File: config.mk
export PLATFORM = sky130hd
export DESIGN_NAME = memmu_write_buffer
export DESIGN_NICKNAME = d
export VERILOG_FILES = /design/src/rtl/memmu_write_buffer_pkg.sv /design/src/rtl/memmu_write_buffer_fifo.sv /design/src/rtl/memmu_write_buffer.sv
export SDC_FILE = /design/constraint.sdc
export NUM_CORES = 1
export LEC_CHECK = 0
export BUFFER_PORTS_ARGS = -buffer_cell sky130_fd_sc_hd__buf_2
export CORE_MARGIN = 4
export CORE_UTILIZATION = 61
export CTS_BUF_LIST = sky130_fd_sc_hd__clkbuf_16
export DETAILED_ROUTE_END_ITERATION = 10
export PLACE_DENSITY = 0.79
export RECOVER_POWER = 50
export SLEW_MARGIN = 0
export SYNTH_ARGS = -nofsm -noshare
export SYNTH_HDL_FRONTEND = slang
export SYNTH_SLANG_ARGS = --single-unit
File: constraint.sdc
create_clock -name i_SYSTEM_clk -period 11.8 [get_ports i_SYSTEM_clk]
set_input_delay 0 -clock i_SYSTEM_clk [delete_from_list [all_inputs] [get_ports i_SYSTEM_clk]]
set_output_delay 0 -clock i_SYSTEM_clk [all_outputs]
set_load 0.02 [all_outputs]
File: src/rtl/memmu_write_buffer_pkg.sv
// rtl/memmu_write_buffer_pkg.sv - shared MemMU write-buffer types and DEPTH-derived width helpers
package memmu_write_buffer_pkg;

  // Frame-tracking FSM: RUN while no older frame is draining, FLUSH while one is
  typedef enum logic [0:0] {
    WB_RUN   = 1'b0,
    WB_FLUSH = 1'b1
  } wb_state_e;

  // Saturating drop statistics counter geometry
  localparam int          WB_DROP_CNT_W   = 16;
  localparam logic [15:0] WB_DROP_CNT_MAX = 16'hFFFF;

  // Read/write pointer width for a power-of-two DEPTH
  function automatic int wb_ptr_w(input int depth);
    return $clog2(depth);
  endfunction

  // Occupancy width: must represent 0..DEPTH inclusive
  function automatic int wb_level_w(input int depth);
    return $clog2(depth) + 1;
  endfunction

endpackage

File: src/rtl/memmu_write_buffer_fifo.sv
// rtl/memmu_write_buffer_fifo.sv - circular point store with occupancy, drop detect and head presentation
module memmu_wb_fifo
  import memmu_write_buffer_pkg::*;
#(
  parameter  int DEPTH  = 16,
  parameter  int ADDR_W = 32,
  parameter  int DATA_W = 64,
  localparam int PTR_W  = wb_ptr_w(DEPTH),
  localparam int LVL_W  = wb_level_w(DEPTH)
) (
  input  logic              clk_i,
  input  logic              rst_i,
  input  logic              push_i,
  input  logic [ADDR_W-1:0] push_addr_i,
  input  logic [DATA_W-1:0] push_data_i,
  input  logic              ready_i,
  output logic              valid_o,
  output logic [ADDR_W-1:0] addr_o,
  output logic [DATA_W-1:0] data_o,
  output logic [LVL_W-1:0]  level_o,
  output logic              pop_o,
  output logic              drop_o
);

  logic [ADDR_W+DATA_W-1:0] mem_q [DEPTH];
  logic [PTR_W-1:0]         wr_ptr_q, wr_ptr_d;
  logic [PTR_W-1:0]         rd_ptr_q, rd_ptr_d;
  logic [LVL_W-1:0]         level_q, level_d;
  logic                     full;
  logic                     valid;
  logic                     pop;
  logic                     push_acc;

  assign full  = (level_q == LVL_W'(DEPTH));
  assign valid = (level_q != '0);
  assign pop   = valid & ready_i;
  // A pop in the same cycle frees the slot, so a full FIFO can still accept
  assign push_acc = push_i & (~full | pop);

  // Pointer and occupancy next-state; pointers wrap naturally since DEPTH is a power of two
  always_comb begin
    wr_ptr_d = wr_ptr_q;
    rd_ptr_d = rd_ptr_q;
    level_d  = level_q;
    if (push_acc) wr_ptr_d = wr_ptr_q + 1'b1;
    if (pop)      rd_ptr_d = rd_ptr_q + 1'b1;
    if (push_acc && !pop)      level_d = level_q + 1'b1;
    else if (!push_acc && pop) level_d = level_q - 1'b1;
  end

  // Pointer and occupancy registers, cleared asynchronously
  always_ff @(posedge clk_i or posedge rst_i) begin
    if (rst_i) begin
      wr_ptr_q <= '0;
      rd_ptr_q <= '0;
      level_q  <= '0;
    end else begin
      wr_ptr_q <= wr_ptr_d;
      rd_ptr_q <= rd_ptr_d;
      level_q  <= level_d;
    end
  end

  // Entry storage; contents are don't-care until covered by level
  always_ff @(posedge clk_i) begin
    if (push_acc) mem_q[wr_ptr_q] <= {push_addr_i, push_data_i};
  end

  assign valid_o = valid;
  // Outputs read as zero whenever nothing is queued (including after reset)
  assign addr_o  = valid ? mem_q[rd_ptr_q][ADDR_W+DATA_W-1:DATA_W] : '0;
  assign data_o  = valid ? mem_q[rd_ptr_q][DATA_W-1:0] : '0;
  assign level_o = level_q;
  assign pop_o   = pop;
  assign drop_o  = push_i & full & ~pop;

endmodule

File: src/rtl/memmu_write_buffer.sv
// rtl/memmu_write_buffer.sv - point write buffer with frame-drain tracking; optional MEMMU_WB_DROP_STATS_EN adds drop counter
module memmu_write_buffer
  import memmu_write_buffer_pkg::*;
#(
  parameter  int DEPTH  = 16,
  parameter  int ADDR_W = 32,
  parameter  int DATA_W = 64,
  localparam int LVL_W  = wb_level_w(DEPTH)
) (
  input  logic              i_SYSTEM_clk,
  input  logic              i_SYSTEM_rst,
  input  logic              i_MemMU_P_writeValid,
  input  logic [ADDR_W-1:0] i_MemMU_P_writeAddress,
  input  logic [DATA_W-1:0] i_MemMU_P_writePayload,
  input  logic              i_SIU_newFrame,
  output logic              o_MEM_valid,
  output logic [ADDR_W-1:0] o_MEM_address,
  output logic [DATA_W-1:0] o_MEM_data,
  input  logic              i_MEM_ready,
  output logic              o_MemMU_WB_frameDone,
`ifdef MEMMU_WB_DROP_STATS_EN
  output logic [WB_DROP_CNT_W-1:0] o_MemMU_WB_dropCount,
`endif
  output logic [LVL_W-1:0]  o_MemMU_WB_level
);

  logic             pop;
  logic             drop;
  logic [LVL_W-1:0] level;
  logic [LVL_W-1:0] flush_start;
  wb_state_e        state_q, state_d;
  logic [LVL_W-1:0] flush_cnt_q, flush_cnt_d;
  logic             frame_done_q, frame_done_d;

  memmu_wb_fifo #(
    .DEPTH  (DEPTH),
    .ADDR_W (ADDR_W),
    .DATA_W (DATA_W)
  ) u_fifo (
    .clk_i       (i_SYSTEM_clk),
    .rst_i       (i_SYSTEM_rst),
    .push_i      (i_MemMU_P_writeValid),
    .push_addr_i (i_MemMU_P_writeAddress),
    .push_data_i (i_MemMU_P_writePayload),
    .ready_i     (i_MEM_ready),
    .valid_o     (o_MEM_valid),
    .addr_o      (o_MEM_address),
    .data_o      (o_MEM_data),
    .level_o     (level),
    .pop_o       (pop),
    .drop_o      (drop)
  );

  // Entries of the closing frame: everything queued before this cycle, less what leaves now.
  // The point arriving with newFrame belongs to the new frame and is never counted.
  assign flush_start = level - LVL_W'(pop);

  // Frame tracking: count down the previous frame's entries as they drain
  always_comb begin
    state_d      = state_q;
    flush_cnt_d  = flush_cnt_q;
    frame_done_d = 1'b0;
    if (i_SIU_newFrame) begin
      // A frame still draining is declared done when the next boundary arrives
      if (state_q == WB_FLUSH) frame_done_d = 1'b1;
      if (flush_start == '0) begin
        state_d      = WB_RUN;
        flush_cnt_d  = '0;
        frame_done_d = 1'b1;
      end else begin
        state_d     = WB_FLUSH;
        flush_cnt_d = flush_start;
      end
    end else if (state_q == WB_FLUSH && pop) begin
      flush_cnt_d = flush_cnt_q - 1'b1;
      if (flush_cnt_q == LVL_W'(1)) begin
        frame_done_d = 1'b1;
        state_d      = WB_RUN;
      end
    end
  end

  // FSM, flush counter and frameDone pulse registers
  always_ff @(posedge i_SYSTEM_clk or posedge i_SYSTEM_rst) begin
    if (i_SYSTEM_rst) begin
      state_q      <= WB_RUN;
      flush_cnt_q  <= '0;
      frame_done_q <= 1'b0;
    end else begin
      state_q      <= state_d;
      flush_cnt_q  <= flush_cnt_d;
      frame_done_q <= frame_done_d;
    end
  end

  assign o_MemMU_WB_frameDone = frame_done_q;
  assign o_MemMU_WB_level     = level;

`ifdef MEMMU_WB_DROP_STATS_EN
  logic [WB_DROP_CNT_W-1:0] drop_cnt_q, drop_cnt_d;

  // Drop counter restarts on each frameDone pulse; a drop in that same cycle still counts
  always_comb begin
    drop_cnt_d = drop_cnt_q;
    if (frame_done_q) drop_cnt_d = WB_DROP_CNT_W'(drop);
    else if (drop && drop_cnt_q != WB_DROP_CNT_MAX) drop_cnt_d = drop_cnt_q + 1'b1;
  end

  // Saturating drop counter register
  always_ff @(posedge i_SYSTEM_clk or posedge i_SYSTEM_rst) begin
    if (i_SYSTEM_rst) drop_cnt_q <= '0;
    else              drop_cnt_q <= drop_cnt_d;
  end

  assign o_MemMU_WB_dropCount = drop_cnt_q;
`else
  logic unused_drop;
  assign unused_drop = drop;
`endif

endmodule

# Word-level counts from Yosys, hierarchy flattened
# Memory sizes are Yosys's and may differ from the RTL's.
# Cells that the tools add are included.
[totals]
regBits = 20
mem_bits_rw = 1536
input_bits = 101
output_inout_bits = 103
wordCells = 48
n_memories = 1
[classes]
addsub = 6
eq_ne = 2
mux = 18
n_bitwise = 4
n_reduce_logical = 11
[memory_table]
columns = ["name", "depth", "width", "rd", "rd_ports_with_merged_regs", "write_ports", "line_no", "source"]
rows = [
  ["u_fifo.mem_q", 16, 96, 1, 0, 1, "memmu_write_buffer_fifo.sv:25", "logic [ADDR_W+DATA_W-1:0] mem_q [DEPTH];"],
]
[op_table]
columns = ["cell", "n"]
rows = [
  ["$mux W64", 1],
  ["$mux W32", 1],
  ["$mux W5", 5],
  ["$mux W1", 11],
  ["$sub A5 B1 Y5 const B", 2],
  ["$add A4 B1 Y4 const B", 2],
  ["$reduce_bool A2 Y1", 3],
  ["$add A5 B1 Y5 const B", 1],
  ["$eq A5 B1 Y1 const B", 1],
  ["$eq A5 B5 Y1 const B", 1],
  ["$logic_not A5 Y1", 1],
  ["$reduce_bool A5 Y1", 1],
  ["$sub A5 B1 Y5", 1],
  ["$logic_and A1 B1 Y1", 3],
  ["$and A1 B1 Y1", 2],
  ["$logic_not A1 Y1", 2],
  ["$reduce_and A2 Y1", 1],
  ["$not A1 Y1", 1],
  ["$or A1 B1 Y1", 1],
]

# Longest topological paths before layout
# Gate-level depths: netlist of the first run.
[depth]
word_depth = 8
mapped_depth = 11
mapped_depth_nobuf = 10

# Hierarchy
# Synthesis of the first run repeated with hierarchy kept, for this count alone.
[unflattened]
hier_cells = 2909
hier_area_um2 = 59542.1
[by_module_without_submodules]
columns = ["mod", "instances", "cells_each", "area_per_inst_um2", "seq_area_each_um2"]
rows = [
  ["memmu_wb_fifo", 1, 2861, 59080.4, 46449.5],
  ["memmu_write_buffer", 1, 48, 461.7, 175.2],
]

# Least setup slack after synthesis of the first run
# OpenSTA, ideal clock, no wires.
[synth_timing]
kind = "reg2reg"
startpoint = "register u_fifo.level_q[0] (netlist: u_fifo.level_o[0])"
endpoint = "memory u_fifo.mem_q[0][0] (netlist bit) (enable)"
setup_ns = 0.668
arrival_ns = 7.723
required_time_ns = 11.132
slack_ns = 3.408
path_stages_with_launch = 7
n_path_buf = 2
period_less_slack_ns = 8.392
cell_sequence = "dfrtp_1 or4_1 buf_2 o31a_1 buf_6 nand2_1 nor3_1"
[synth_via]
elab_chain_len = 6
word_cells_on_any_way = 8
classes_between = "1 x eq/ne; 2 x mux; 4 x bitwise; 1 x reduce/logical"
[synth_lines]
columns = ["element", "line_no", "source"]
rows = [
  ["start, declared", "memmu_write_buffer_fifo.sv:28", "logic [LVL_W-1:0] level_q, level_d;"],
  ["start signal, assigned", "memmu_write_buffer_fifo.sv:60", "level_q <= level_d;"],
  ["$reduce_bool A5 Y1 or $eq A5 B5 Y1 (tied branches)", "memmu_write_buffer_fifo.sv:35, memmu_write_buffer_fifo.sv:34", ""],
  ["$and A1 B1 Y1 or $not A1 Y1 (tied branches)", "memmu_write_buffer_fifo.sv:36, memmu_write_buffer_fifo.sv:38", ""],
  ["$or A1 B1 Y1 (*)", "memmu_write_buffer_fifo.sv:38", "assign push_acc = push_i & (~full | pop);"],
  ["$and A1 B1 Y1 (*)", "memmu_write_buffer_fifo.sv:38", ""],
  ["net u_fifo.push_acc", "memmu_write_buffer_fifo.sv:32", "logic push_acc;"],
  ["$mux W1 (*)", "memmu_write_buffer_fifo.sv:66", "if (push_acc) mem_q[wr_ptr_q] <= {push_addr_i, push_data_i};"],
  ["$mux W1 (not written as such) (*)", "memmu_write_buffer_fifo.sv:66", ""],
  ["end, declared", "memmu_write_buffer_fifo.sv:25", ""],
]
# Mark *: on every way through the listed nets, which the timed path passes. The rest lies on a longest branch.

# Worst setup path in the final report of the first run
[layout_timing]
startpoint = "register u_fifo.level_q[4] (netlist: u_fifo.level_o[4])"
endpoint = "memory u_fifo.mem_q[15][80] (netlist bit) (enable)"
[layout_via]
elab_chain_len = 6
word_cells_on_any_way = 8
classes_between = "1 x eq/ne; 2 x mux; 4 x bitwise; 1 x reduce/logical"
[layout_lines]
columns = ["element", "line_no"]
rows = [
  ["$reduce_bool A5 Y1 or $eq A5 B5 Y1 (tied branches)", "memmu_write_buffer_fifo.sv:35, memmu_write_buffer_fifo.sv:34"],
  ["$and A1 B1 Y1 or $not A1 Y1 (tied branches)", "memmu_write_buffer_fifo.sv:36, memmu_write_buffer_fifo.sv:38"],
  ["$or A1 B1 Y1 (*)", "memmu_write_buffer_fifo.sv:38"],
  ["$and A1 B1 Y1 (*)", "memmu_write_buffer_fifo.sv:38"],
  ["$mux W1 (*)", "memmu_write_buffer_fifo.sv:66"],
  ["$mux W1 (not written as such) (*)", "memmu_write_buffer_fifo.sv:66"],
]
# Mark *: on every way between the ends. The rest lies on a longest branch, timed or not.

==> impl_results.md, run 1 <==
- Avg WL per Cell: 29.7 um
- Initial drt markers: 4095
- Ys flop type: edfxtp_1
- Max Freq: 0.182 GHz
- Min Clock Period, post-route: 5.49 ns
- Total Wirelength: 138 mm
- Post-Route Setup TNS: 0 ns
- Routed via count: 30700
- First-pass GRT wire length: 205 mm
- Vias per Instance: 6.59
- Fin. max-slew vios: 37
- Antenna-violating nets left: 0
- Drt pass-1 iters: 6
- Failing checks: max-capacitance violations, max-slew violations
- Post-synth cell types: 46
- Port bufs: 203
- Clk_lat worst skew: 0.76 ns
- I/O pin cnt: 204
- Number of synthesized flops with an enable pin: 1536
- Global route overflow: 0
- Critical Path Fanout Max: 41
- Core region area: 96700 um2
- Worst hold path class: input pin to register
- CTS max path bufs: 3
- Num CTS Buffers: 150
- Synthesized area: 59400 um2
- Slowest CP cell: nor2_1
- Clock root cell: clkbuf_16
- Critical Path Source Type: register
- Placed Area: 61900 um2
- Crit path required time: 12.17 ns
- Peak VDD IR: 0.260 mV
- NumNets Final: 3373
- Std-Cell Rows: 114
- CTS HTree Levels: 4
- PD cells: 248 nW/um2
- CP arrival: 5.86 ns
- Synthesis-stage register bit count: 1556
- Die area: 102000 um2
- Max incr delay on CP: 1.88 ns
- Initial antenna violation count: 10
- Mapped Nets: 3028
- Area Growth Syn to Fin: 13.5%
- Leakage: 22.6 nW
- Setup violators final: 0
- Unrepaired setup endpoints after global routing: no
- Initial Util: 0.615
- Clock-pin slew on the worst setup and hold paths: 0.06 ns
- Chip Height: 320 um
- Outcome: finished with violations
- Max-cap violation count: 2
- Largest net degree at the start of global routing: 136
- Setup Buffers After CTS: 0
- Kind of cell adding the most delay to the critical path: simple AND/OR/NAND/NOR gates
- GPL Wtd Cong: 0.767
- Num Clock Sinks: 1556
- CTS tree: built
- Synth Instances: 2913
- Crit end category: register
- Synth warnings: 0
- Register area share after synthesis: 0.784
- Cell mode on critical path: buf_4
- GRT Overall Usage: 0.270
- DRC viols: 0
- Worst Setup Path Type: register to register
- Buf/Inv on CP: 3
- Die X: 320 um
- Hold Vio Cnt, Final: 0
- Post_cts resized: 0
- Slew HR: -0.646
- Worst-path cell chain: inv_1 > o31a_1 > nand2_1 > nor2_1 > buf_4 > buf_4
- Average cell area after synthesis: 20.4 um2
- Worst Tran Pin Value: 2.46 ns
- Final HPWL DP: 67.8 mm
- FFs w/ async S/R, synth: 0.0129
- Design area: 67500 um2
- Layout cell share with drive strength beyond 1: 0.171
- Vias in the first global route: 32000
- Period Utilization, post-route: 0.465
- Worst Clk Skew: 0.0224 ns
-- sequential cells by signal (all words and copies together), names as in the netlist --
signal                cells
u_fifo.wr_ptr_q           4
u_fifo.rd_ptr_q           4
u_fifo.mem_q           1536
u_fifo.level_o            5
state_q                   1
o_MemMU_WB_frameDone      1
flush_cnt_q               5
-- tightest hold or removal path, stage by stage --
cell	delay, ns
dlygate4sd3_1	0.52
buf_2	0.14
o21ai_0	0.10
-- metrics by stage --
| step | utilization | power [mW] | hold WS, ns | setup slack (ns) | instances |
|---|---|---|---|---|---|
| finish | 0.698 | 16.8 | 0.0688 | 6.31 | 4659 |
| global route | 0.698 | 17.4 | 0.0742 | 6.01 | 4656 |
| CTS | 0.699 | 16.8 | 0.0254 | 6.72 | 4654 |
| detailed placement | 0.640 | 12.3 | 0.197 | 7.55 | 4280 |
| global placement | 0.640 | 12.1 | 0.182 | 7.62 | 4280 |
| floorplan | - | 10.5 | -0.0362 | 3.41 | 2913 |
-- cell usage after synthesis, types with 3 or more instances --
cell type | n | share of area
a21oi_1 | 6 | 0.00051
a22oi_1 | 285 | 0.036
buf_1 | 18 | 0.0011
buf_2 | 80 | 0.0067
clkbuf_1 | 64 | 0.0040
clkbuf_2 | 5 | 0.00042
dfrtp_1 | 20 | 0.0084
edfxtp_1 | 1536 | 0.78
ha_1 | 13 | 0.0027
inv_1 | 12 | 0.00076
mux2i_1 | 386 | 0.065
mux4_2 | 192 | 0.073
nand2_1 | 111 | 0.0070
nand2b_1 | 4 | 0.00042
nand4_1 | 3 | 0.00032
nor2_1 | 16 | 0.0010
nor3_1 | 5 | 0.00042
o211ai_1 | 4 | 0.00051
o21ai_0 | 75 | 0.0063
o21ai_1 | 29 | 0.0024
xnor2_1 | 10 | 0.0015
xor2_1 | 6 | 0.00088
-- metal layers --
metal,part of all wire,GRT usage,wire (um),up-vias
met5,0.00027,0,37,-
met4,0.029,0.0865,4080,6
met3,0.082,0.0495,11400,308
met2,0.52,0.458,71300,1717
met1,0.37,0.361,51700,15900
li1,-,-,-,12700
-- what timing repair did --
action | CTS | global route
endpoints found under the hold margin | 1571 | 0
endpoints found under the setup margin | 0 | 0
hold buffers | 102 | 0
-- where the power goes --
part	leakage (nW)	switching, mW	total [mW]	internal (mW)
clock network	2.41	2.05	4.51	2.46
registers	14.1	0.308	6.97	6.67
logic	6.11	3.37	5.27	1.90
total	22.6	5.73	16.8	11.0
-- layout make-up --
class | instances | area, um2
antenna | 5 | 12.5
clock buffer | 150 | 3750
clock inverter | 122 | 926
fill | 5726 | 29200
inverter | 13 | 48.8
multi-input combinational | 1176 | 12100
sequential | 1556 | 46600
tap | 1276 | 1600
timing repair buffer | 361 | 2350
-- cell families (layout without fill, tap and decap cells) --
logic type,Yosys count,in the layout,synth area share
adder cells (fa/ha/maj),14,14,0.00307
buffers and inverters,181,646,0.0133
multiplexers,580,580,0.138
other,0,5,0
AND/OR/NAND/NOR,156,156,0.0114
AO/OA/AOI/OAI,410,410,0.0472
XOR/XNOR,16,16,0.00236
flip-flops,1556,1556,0.784
-- final timing paths --
| path | start | end | slack [ns] | cells after the start |
|---|---|---|---|---|
| worst min register to register | u_fifo.level_o[0]$_DFFE_PP0P_ | u_fifo.level_o[0]$_DFFE_PP0P_ | 0.62 | 1 |
| worst min-delay path | i_SIU_newFrame | flush_cnt_q[3]$_DFFE_PP0P_ | 0.07 | 3 |
| max in group asynchronous | i_SYSTEM_rst | u_fifo.rd_ptr_q[0]$_DFFE_PP0N_ | 10.61 | 4 |
| worst max-delay path | u_fifo.level_o[4]$_DFFE_PP0P_ | u_fifo.mem_q[15][80]$_DFFE_PP_ | 6.31 | 6 |
| worst max register to register | u_fifo.level_o[4]$_DFFE_PP0P_ | u_fifo.mem_q[15][80]$_DFFE_PP_ | 6.31 | 6 |
| min in group asynchronous | i_SYSTEM_rst | state_q$_DFFE_PP0P_ | 0.55 | 4 |
-- layout by cell type (no fill, tap or decap), types with 75 or more instances in the layout --
master,netlist,layout
buf_2,80,101
o21ai_0,75,75
a22oi_1,285,285
clkbuf_16,0,150
mux4_2,192,192
edfxtp_1,1536,1536
dlygate4sd3_1,0,102
nand2_1,111,112
mux2i_1,386,386
clkbuf_1,64,103
(Power assumes the default switching activity.)
==> run 2, diff against run 1 <==
--- a/config.mk
+++ b/config.mk
@@ -7,10 +7,10 @@
 export LEC_CHECK = 0
 export BUFFER_PORTS_ARGS = -buffer_cell sky130_fd_sc_hd__buf_2
 export CORE_MARGIN = 4
-export CORE_UTILIZATION = 61
+export CORE_UTILIZATION = 56
 export CTS_BUF_LIST = sky130_fd_sc_hd__clkbuf_16
 export DETAILED_ROUTE_END_ITERATION = 10
-export PLACE_DENSITY = 0.79
+export PLACE_DENSITY = 0.76
 export RECOVER_POWER = 50
 export SLEW_MARGIN = 0
 export SYNTH_ARGS = -nofsm -noshare
==> constraint.sdc (replaced) <==
create_clock -name i_SYSTEM_clk -period 4.6 [get_ports i_SYSTEM_clk]
set_input_delay 0 -clock i_SYSTEM_clk [delete_from_list [all_inputs] [get_ports i_SYSTEM_clk]]
set_output_delay 0 -clock i_SYSTEM_clk [all_outputs]
set_load 0.02 [all_outputs]
==> run 2 against run 1 <==
  * The flow still finishes with violations (max-capacitance violations, max-slew violations)
  * Combinational power rose to 2.6 times the previous value
  * Worst hold slack better by 0.020 ns
  * Via count shrank 2.1%
  * Clock power rose to 2.6 times the previous value
  * Die area up 8.7%
  * Sequential power rose to 2.6 times the previous value
  * First-iteration DRC count fell by 18%
  * Cell area is 1.1% higher
  * Core utilization is 5.0 points lower
  * Highest routed layer unchanged
==> impl_results.md, run 2 (synthesized netlist as in run 1, its figures left out) <==
- Drt pass-1 iters: 5
- Initial Util: 0.565
- Unrepaired setup endpoints after global routing: no
- Vias per Instance: 6.26
- Crit end category: register
- Critical Path Source Type: register
- Fin. max-slew vios: 63
- Area Growth Syn to Fin: 14.8%
- Place WS: 0.896 ns
- Most common cell after layout, fill and taps aside: edfxtp_1
- Critical Path Fanout Max: 62
- CTS HTree Levels: 4
- Routed via count: 30000
- Core region area: 105000 um2
- Worst Clk Skew: 0.0189 ns
- Max incr delay on CP: 1.32 ns
- Num Clock Sinks: 1556
- Period Utilization, post-route: 0.925
- Layout cell share with drive strength beyond 1: 0.173
- Port bufs: 203
- Worst Tran Pin Value: 2.52 ns
- Antenna-violating nets left: 0
- CP arrival: 4.20 ns
- CTS max path bufs: 3
- Vias in the first global route: 31400
- Worst setup margin: 0.346 ns
- Post-Route Setup TNS: 0 ns
- Failing checks: max-capacitance violations, max-slew violations
- Global route overflow: 0
- Slew HR: -0.678
- Clock root cell: clkbuf_16
- NumNets Final: 3381
- Worst-path cell chain: or4_1 > o31a_1 > nand2_1 > nor2_1 > clkbuf_2
- GPL Wtd Cong: 0.761
- First-pass GRT wire length: 199 mm
- Std-Cell Rows: 119
- Largest net degree at the start of global routing: 151
- GRT Overall Usage: 0.240
- Peak VDD IR: 0.805 mV
- Worst Setup Path Type: register to register
- Max-cap violation count: 1
- Chip Height: 334 um
- Final HPWL DP: 68.0 mm
- Total Wirelength: 134 mm
- Hold Vio Cnt, Final: 0
- Min Clock Period, post-route: 4.25 ns
- Clk_lat worst skew: 0.74 ns
- Avg WL per Cell: 28.0 um
- Crit path required time: 4.55 ns
- Setup Buffers After CTS: 0
- Max Freq: 0.235 GHz
- Num CTS Buffers: 153
- Die X: 334 um
- Initial antenna violation count: 13
- I/O pin cnt: 204
- Largest register by flop count: u_fifo.mem_q
- Worst hold path class: input pin to register
- Setup violators final: 0
- Slowest CP cell: clkbuf_2
- CTS tree: built
- Outcome: finished with violations
- Most frequent cells in the layout: edfxtp_1 (1536), mux2i_1 (386), a22oi_1 (285), mux4_2 (192), clkbuf_16 (159)
- PD cells: 635 nW/um2
- Initial drt markers: 3351
- Clock-pin slew on the worst setup and hold paths: 0.06 ns
- Die area: 111000 um2
- Max FFs per register: 1536
- DRC viols: 0
- Leakage: 22.8 nW
run 2: cell types whose count changed in the layout (fill, tap and decap cells not counted), sizes merged:
cell	change
inv	-1
clkbuf	+10
buf	+4
clkinvlp	-4
bufinv	+4
clkinv	+3
diode	+4
run 2: worst paths after layout:
path,slack [ns],from,end,depth (start not counted)
min,0.09,i_SIU_newFrame,flush_cnt_q[2]$_DFFE_PP0P_,3
min in group asynchronous,0.55,i_SYSTEM_rst,o_MemMU_WB_frameDone$_DFF_PP0_,4
max in group asynchronous,3.38,i_SYSTEM_rst,u_fifo.rd_ptr_q[0]$_DFFE_PP0N_,4
max,0.35,u_fifo.level_o[0]$_DFFE_PP0P_,u_fifo.mem_q[7][58]$_DFFE_PP_,5
min reg2reg,0.61,flush_cnt_q[4]$_DFFE_PP0P_,flush_cnt_q[4]$_DFFE_PP0P_,2
max reg2reg,0.35,u_fifo.level_o[0]$_DFFE_PP0P_,u_fifo.mem_q[7][58]$_DFFE_PP_,5
run 2: cell type report:
type | count | area [um2]
antenna | 9 | 22.5
clock buffer | 159 | 3980
clock inverter | 124 | 815
fill | 6747 | 37100
inverter | 13 | 48.8
multi-input combinational | 1176 | 12200
sequential | 1556 | 46600
tap | 1391 | 1740
timing repair buffer | 366 | 2780
run 2: power breakdown:
| part | internal, mW | total (mW) | switching (mW) |
|---|---|---|---|
| clock network | 6.75 | 11.8 | 5.06 |
| registers | 17.1 | 17.8 | 0.688 |
| logic | 5.08 | 13.7 | 8.66 |
run 2: worst max-delay path, delay by kind of cell, from the launching register on:
| family | cells | cell delay (ns) |
|---|---|---|
| buffers and inverters | 1 | 1.32 |
| AND/OR/NAND/NOR | 3 | 1.18 |
| flip-flops | 1 | 0.48 |
| AO/OA/AOI/OAI | 1 | 0.42 |
run 2: metal layers:
metal / GRT usage / vias to the layer above / wire length (um)
met5: 0 / - / 55
met4: 0.0662 / 8 / 2920
met3: 0.0471 / 229 / 10400
met2: 0.410 / 1327 / 69100
met1: 0.320 / 15700 / 51700
li1: - / 12800 / -
run 2: what timing repair did:
action / in CTS / in global routing
resized for setup: 0 / 0
hold endpoints to repair: 1571 / 0
endpoints found under the setup margin: 0 / 0
hold buffers: 102 / 0
run 2: metrics by stage:
stage          utilization  cells  hold WS [ns]  instance area (um2)  power [mW]
2_1_floorplan            -   2913       -0.0362                59500        27.0
3_3_place_gp         0.594   4400         0.211                62500        31.4
3_5_place_dp         0.594   4400         0.233                62500        31.8
4_1_cts              0.649   4785        0.0569                68400        43.6
5_1_grt              0.648   4789         0.123                68200        45.1
6_report             0.648   4794        0.0893                68200        43.3
